===== src/rtl/serv_bench_timer.sv =====
// serv_bench_timer: prescaled free-running timer with one compare and a sticky IRQ
// Optional periodic mode: define SERV_BENCH_TIMER_PERIODIC_EN
module serv_bench_timer #(
    parameter int WIDTH   = 32,
    parameter int DIVIDER = 0
) (
    input  logic        i_clk,
    input  logic        i_rst,
    input  logic        i_wb_cyc,
    input  logic        i_wb_we,
    input  logic [31:0] i_wb_dat,
    output logic [31:0] o_wb_rdt,
    output logic        o_irq
);
    logic             tick;
    logic             wr;
    logic             match;
    logic [WIDTH-1:0] wdat;
    logic [WIDTH-1:0] mtime_q, mtime_d;
    logic [WIDTH-1:0] mtimecmp_q, mtimecmp_d;
    logic             armed_q, armed_d;
    logic             pending_q, pending_d;
    logic [31:0]      rdt_q;
    logic             unused_ok;
`ifdef SERV_BENCH_TIMER_PERIODIC_EN
    logic [WIDTH-1:0] period_q, period_d;
`endif

    assign wr        = i_wb_cyc & i_wb_we;
    assign wdat      = i_wb_dat[WIDTH-1:0];
    assign match     = armed_q & (mtime_q == mtimecmp_q);
    assign unused_ok = &{1'b0, i_wb_dat};

    generate
        if (DIVIDER == 0) begin : g_nodiv
            assign tick = 1'b1;
        end else begin : g_div
            logic [DIVIDER-1:0] presc_q;
            // prescaler free-runs and wraps; the counter steps on its last count
            always_ff @(posedge i_clk) begin
                if (i_rst) presc_q <= '0;
                else       presc_q <= presc_q + 1'b1;
            end
            assign tick = &presc_q;
        end
    endgenerate

    // next state: a write always beats a same-cycle match
    always_comb begin
        mtime_d    = mtime_q + WIDTH'(tick);
`ifdef SERV_BENCH_TIMER_PERIODIC_EN
        period_d   = wr ? wdat : period_q;
        mtimecmp_d = wr ? mtime_q + wdat : match ? mtimecmp_q + period_q : mtimecmp_q;
        armed_d    = wr ? (wdat != '0) : armed_q;
        pending_d  = wr ? 1'b0 : match ? 1'b1 : i_wb_cyc ? 1'b0 : pending_q;
`else
        mtimecmp_d = wr ? wdat : mtimecmp_q;
        armed_d    = wr | armed_q;
        pending_d  = wr ? 1'b0 : (match | pending_q);
`endif
    end

    // state and registered read data; read data samples the counter every cycle
    always_ff @(posedge i_clk) begin
        if (i_rst) begin
            mtime_q    <= '0;
            mtimecmp_q <= '0;
            armed_q    <= 1'b0;
            pending_q  <= 1'b0;
            rdt_q      <= '0;
`ifdef SERV_BENCH_TIMER_PERIODIC_EN
            period_q   <= '0;
`endif
        end else begin
            mtime_q    <= mtime_d;
            mtimecmp_q <= mtimecmp_d;
            armed_q    <= armed_d;
            pending_q  <= pending_d;
            rdt_q      <= 32'(mtime_q);
`ifdef SERV_BENCH_TIMER_PERIODIC_EN
            period_q   <= period_d;
`endif
        end
    end

    assign o_wb_rdt = rdt_q;
    assign o_irq    = pending_q;
endmodule

===== config.mk =====
export PLATFORM = sky130hd
export DESIGN_NAME = serv_bench_timer
export DESIGN_NICKNAME = d
export VERILOG_FILES = /design/src/rtl/serv_bench_timer.sv
export SDC_FILE = /design/constraint.sdc
export NUM_CORES = 1
export LEC_CHECK = 0
export BUFFER_PORTS_ARGS = -buffer_cell sky130_fd_sc_hd__buf_2
export CAP_MARGIN = 20
export CORE_AREA = 2 2 76 114
export DETAILED_ROUTE_END_ITERATION = 7
export DIE_AREA = 0 0 78 116
export GPL_TIMING_DRIVEN = 0
export PLACE_DENSITY = 0.76
export RECOVER_POWER = 50
export SLEW_MARGIN = 20
export SYNTH_ARGS = -nofsm -noshare
export SYNTH_HDL_FRONTEND = slang
export SYNTH_SLANG_ARGS = --single-unit

===== constraint.sdc =====
create_clock -name i_clk -period 4.9 [get_ports i_clk]
set_clock_uncertainty 0.1 [all_clocks]
set_input_delay 0.49 -clock i_clk [delete_from_list [all_inputs] [get_ports i_clk]]
set_output_delay 0.49 -clock i_clk [all_outputs]
set_load 0.02 [all_outputs]

==> results.py <==
metrics = {
    "die": {
        "die_h_um": 116,
        "core-area_sq_um": 8010,
        "placementRows": 40,
        "top_level_i_o_count": 69,
        "die_area_sq_um": 9050,
        "floorplan.initialDensity_pct": 46.9,
        "die_x_um": 78,
    },
    "clock_tree": {
        "ctsHtreeMaxLevel": 3,
        "clk_latency_ns": 0.35,
        "clock-sinks": 98,
        "cts_buffers": 9,
        "clock_tree.root_cell": "sky130_fd_sc_hd__clkbuf_16",
        "path_clk_slew_ns": 0.07,
        "clock_tree_from_tritoncts": "done",
        "cts_resized": 0,
        "postCtsSetupRepairBufs": 0,
        "hold_buffers": 0,
        "clockBufferDepth": 2,
    },
    "detailed_routing": {
        "vias_per_cell": 4.80,
        "remaining_drc_errors": 0,
        "route.detailed.wl_per_inst_um": 13.0,
        "drt_pass1_iterations": 4,
        "wirelength_um": 7850,
        "dr_total_vias": 2892,
        "initialDrtViolationCount": 215,
        "drtAntennaViolNets": 0,
    },
    "hold_path": {
        "timing.hold.worst.start": "i_wb_dat[23]",
        "holdPathEnd": "mtimecmp_q[23]$_SDFFE_PP0P_",
        "worst_hold_path.num_cells": 3,
        "worst_hold_path_type": "in2reg",
    },
    "worst_setup_path": {
        "worstSetupStartpointType": "register",
        "worst-r2r-cell-count": 5,
        "timing.critical_path.buf_inv": 0,
        "register_to_register_setup_slack_ns": 2.82,
        "worstSetupPathType": "reg2reg",
        "max_stage_delay_ns": 0.60,
        "worst_path_max_delay_cell": "sky130_fd_sc_hd__nor4_4",
        "cp.required_ns": 5.08,
        "arrival_ns": 2.25,
        "worst-path-max-fanout": 8,
        "critPathCaptureType": "register",
        "reg2reg_from": "mtime_q[1]$_SDFF_PP0_",
        "crit_path_leading_delay_family": "simple AND/OR/NAND/NOR gates",
        "critical_path.reg2reg.endpoint": "mtime_q[31]$_SDFF_PP0_",
        "critical_path_cell_list": "nand4_2 > nor4_4 > nand2_2 > or3_1 > a21oi_1",
    },
    "placement": {
        "place.gp.congestion": 0.849,
        "place.port_buffers": 67,
        "dp.final_hpwl_um": 5830,
        "dpl_cell_area_sq_um": 4230,
        "dpl_worst_slack_ns": 2.86,
    },
    "timing": {
        "rsz_0062_raised_after_global_routing": "false",
        "timing.slew.headroom_pct": 60.3,
        "slew_violations": 0,
        "achievable-frequency_mhz": 481,
        "timing.final.crit_share_pct": 42.4,
        "setup_viol": 0,
        "timing.final.ws_setup_ns": 2.82,
        "setup_total_negative_slack_ns": 0,
        "worst_max_slew_pin_slew_ns": 0.590,
        "final_critical_path_required_period_ns": 2.08,
        "hold_viol_final": 0,
    },
    "logic_synthesis": {
        "yosys-mux-area-fraction_pct": 0,
        "yosys_warnings": 0,
        "synth.lib_cells_used.distinct": 29,
        "synth.yosys.seq_area_share_pct": 52.2,
        "synth_area_sq_um": 3760,
        "synth-simple-area-share_pct": 25.7,
        "synth-compound-area-share_pct": 5.23,
        "synthesis.instances": 415,
        "synth_xor_area_share_pct": 13.7,
        "ys_seq_elements": 98,
        "avgSynthCellArea_sq_um": 9.06,
        "fraction_of_the_mapped_netlist_area_in_adder_cells_pct": 0.333,
        "main_combinational_cell_family_by_area_after_synthesis": "simple AND/OR/NAND/NOR gates",
        "syn_nets": 452,
    },
    "power_and_ir_drop": {
        "pwr-share-clk_pct": 44.3,
        "intPower_uw": 1290,
        "finalPower_uw": 1630,
        "total_switching_power_uw": 346,
        "seq_power_share_pct": 50.6,
        "fraction_of_power_spent_switching_nets_pct": 21.2,
        "power.ir.vdd_worst_mv": 0.190,
        "power_density_nw_per_um2": 362,
        "leakage_power_summed_over_all_cells_uw": 0.00176,
        "p_comb_share_pct": 5.0,
    },
    "final_layout": {
        "fin_nets": 530,
        "antenna_cells": 0,
        "area_growth_pct": 19.9,
        "final_layout_size_suffix_gt1_share_pct": 13.3,
        "finalInstanceArea_sq_um": 4510,
        "finalCoreUtilization_pct": 56.3,
    },
    "global_route": {
        "first_global_vias": 2709,
        "grt_first_pass_wirelength_um": 12600,
        "globalRouteTotalUtil_pct": 18.1,
        "largest_net_degree_at_the_start_of_global_routing": 16,
        "overflow": 0,
        "antenna_found_initial": 0,
    },
    "run": {
        "maxCapViolCount": 0,
    },
    "outcome": {
        "status": "completed",
    },
}
-- worst max-delay path by stage --
stage / from / endpoint / slack [ns] / depth (start not counted)
after floorplan: mtime_q[7]$_SDFF_PP0_ / mtime_q[31]$_SDFF_PP0_ / 3.11 / 6
after global placement: mtime_q[1]$_SDFF_PP0_ / mtime_q[31]$_SDFF_PP0_ / 2.88 / 5
after detailed placement: mtime_q[1]$_SDFF_PP0_ / mtime_q[31]$_SDFF_PP0_ / 2.86 / 5
after CTS: mtime_q[1]$_SDFF_PP0_ / mtime_q[31]$_SDFF_PP0_ / 2.82 / 5
after global routing: mtime_q[0]$_SDFF_PP0_ / mtime_q[22]$_SDFF_PP0_ / 2.66 / 6
final: mtime_q[1]$_SDFF_PP0_ / mtime_q[31]$_SDFF_PP0_ / 2.82 / 5
-- cells in the final DEF, fill, tap and decap left out --
| cell | Yosys | final |
|---|---|---|
| sky130_fd_sc_hd__nor3_1 | 2 | 2 |
| sky130_fd_sc_hd__clkbuf_8 | 0 | 3 |
| sky130_fd_sc_hd__nor4_1 | 5 | 5 |
| sky130_fd_sc_hd__inv_1 | 1 | 1 |
| sky130_fd_sc_hd__nand2_2 | 1 | 1 |
| sky130_fd_sc_hd__o21ai_0 | 2 | 2 |
| sky130_fd_sc_hd__a21o_1 | 1 | 1 |
| sky130_fd_sc_hd__nand3_1 | 13 | 13 |
| sky130_fd_sc_hd__or3_1 | 2 | 2 |
| sky130_fd_sc_hd__nand2_1 | 73 | 73 |
| sky130_fd_sc_hd__clkbuf_1 | 17 | 47 |
| sky130_fd_sc_hd__dfxtp_1 | 98 | 98 |
| sky130_fd_sc_hd__or2_2 | 2 | 2 |
| sky130_fd_sc_hd__buf_2 | 5 | 43 |
| sky130_fd_sc_hd__clkinv_4 | 0 | 1 |
| sky130_fd_sc_hd__clkinvlp_4 | 0 | 1 |
| sky130_fd_sc_hd__and3_1 | 2 | 2 |
| sky130_fd_sc_hd__buf_1 | 3 | 3 |
| sky130_fd_sc_hd__xor2_1 | 32 | 32 |
| sky130_fd_sc_hd__and2_1 | 1 | 1 |
| sky130_fd_sc_hd__nand4_2 | 2 | 2 |
| sky130_fd_sc_hd__a22o_1 | 1 | 1 |
| sky130_fd_sc_hd__nand3_2 | 1 | 1 |
| sky130_fd_sc_hd__nor2_1 | 36 | 36 |
| sky130_fd_sc_hd__ha_1 | 1 | 1 |
| sky130_fd_sc_hd__a21oi_1 | 34 | 34 |
| sky130_fd_sc_hd__xnor2_1 | 27 | 27 |
| sky130_fd_sc_hd__nand2b_1 | 1 | 1 |
| sky130_fd_sc_hd__nand4_1 | 15 | 15 |
| sky130_fd_sc_hd__clkbuf_16 | 0 | 9 |
| sky130_fd_sc_hd__nor2b_1 | 33 | 33 |
| sky130_fd_sc_hd__and4_1 | 2 | 2 |
| sky130_fd_sc_hd__bufinv_16 | 0 | 1 |
| sky130_fd_sc_hd__nor4_4 | 2 | 2 |
-- per-layer routing --
metal / GRT usage, % / wire, um
met3: 4.67 / 297
met5: 0 / 0
met2: 29.8 / 3840
met1: 21.8 / 3490
met4: 9.59 / 231
-- per-stage QoR --
step	hold slack [ns]	cells
after global routing	0.268	603
after CTS	0.272	603
after floorplan	0.340	415
final	0.278	603
after global placement	0.356	587
after detailed placement	0.360	587
-- cell type report --
class / count / area, sq um
inverter: 1 / 3.75
clock buffer: 13 / 270
multi-input combinational: 291 / 1690
clock inverter: 3 / 46.3
tap: 105 / 131
fill: 748 / 3500
sequential: 98 / 1960
timing repair buffer: 67 / 299
buffer: 25 / 100
-- logic make-up (layout without fill, tap and decap cells) --
kind of cell,Yosys count,after routing
AOI/OAI and AO/OA,38,38
xor gates and xnor gates,59,59
adders and majority gates,1,1
buffers and inverters,26,109
DFF,98,98
and+or+nand+nor,193,193
-- flip-flops by register name, summed over array words and instances (netlist names) --
name and flops:
armed_q 1, mtime_q 32, mtimecmp_q 32, o_irq 1, o_wb_rdt 32
-- worst reg2reg max path, cell delays in order (launching register included) --
cell	delay, ns
sky130_fd_sc_hd__dfxtp_1	0.47
sky130_fd_sc_hd__nand4_2	0.21
sky130_fd_sc_hd__nor4_4	0.60
sky130_fd_sc_hd__nand2_2	0.13
sky130_fd_sc_hd__or3_1	0.37
sky130_fd_sc_hd__a21oi_1	0.13
-- power by group through the flow --
| stage | registers (uW) | clock network, uW | logic (uW) |
|---|---|---|---|
| floorplan | 842 | 0 | 51.2 |
| global placement | 843 | 0 | 80.5 |
| detailed placement | 844 | 0 | 82.5 |
| CTS | 826 | 735 | 83.4 |
| global route | 827 | 771 | 91.5 |
| finish | 826 | 723 | 82.3 |
-- synth_stat cells --
cell	instances	share of area, %
sky130_fd_sc_hd__a21oi_1	34	4.5
sky130_fd_sc_hd__nor4_4	2	1.1
sky130_fd_sc_hd__nor3_1	2	0.27
sky130_fd_sc_hd__inv_1	1	0.10
sky130_fd_sc_hd__nand2_2	1	0.17
sky130_fd_sc_hd__or2_2	2	0.33
sky130_fd_sc_hd__nand4_1	15	2.5
sky130_fd_sc_hd__and4_1	2	0.47
sky130_fd_sc_hd__xor2_1	32	7.5
sky130_fd_sc_hd__o21ai_0	2	0.27
sky130_fd_sc_hd__buf_1	3	0.30
sky130_fd_sc_hd__nand2_1	73	7.3
sky130_fd_sc_hd__ha_1	1	0.33
sky130_fd_sc_hd__nor2b_1	33	5.5
sky130_fd_sc_hd__clkbuf_1	17	1.7
sky130_fd_sc_hd__or3_1	2	0.33
sky130_fd_sc_hd__buf_2	5	0.67
sky130_fd_sc_hd__nand2b_1	1	0.17
sky130_fd_sc_hd__nand3_1	13	1.7
sky130_fd_sc_hd__and3_1	2	0.33
sky130_fd_sc_hd__and2_1	1	0.17
sky130_fd_sc_hd__nor2_1	36	3.6
sky130_fd_sc_hd__xnor2_1	27	6.3
sky130_fd_sc_hd__a21o_1	1	0.20
sky130_fd_sc_hd__nand3_2	1	0.27
sky130_fd_sc_hd__nand4_2	2	0.67
sky130_fd_sc_hd__a22o_1	1	0.23
sky130_fd_sc_hd__nor4_1	5	0.83
sky130_fd_sc_hd__dfxtp_1	98	52
(Power assumes the default switching activity.)
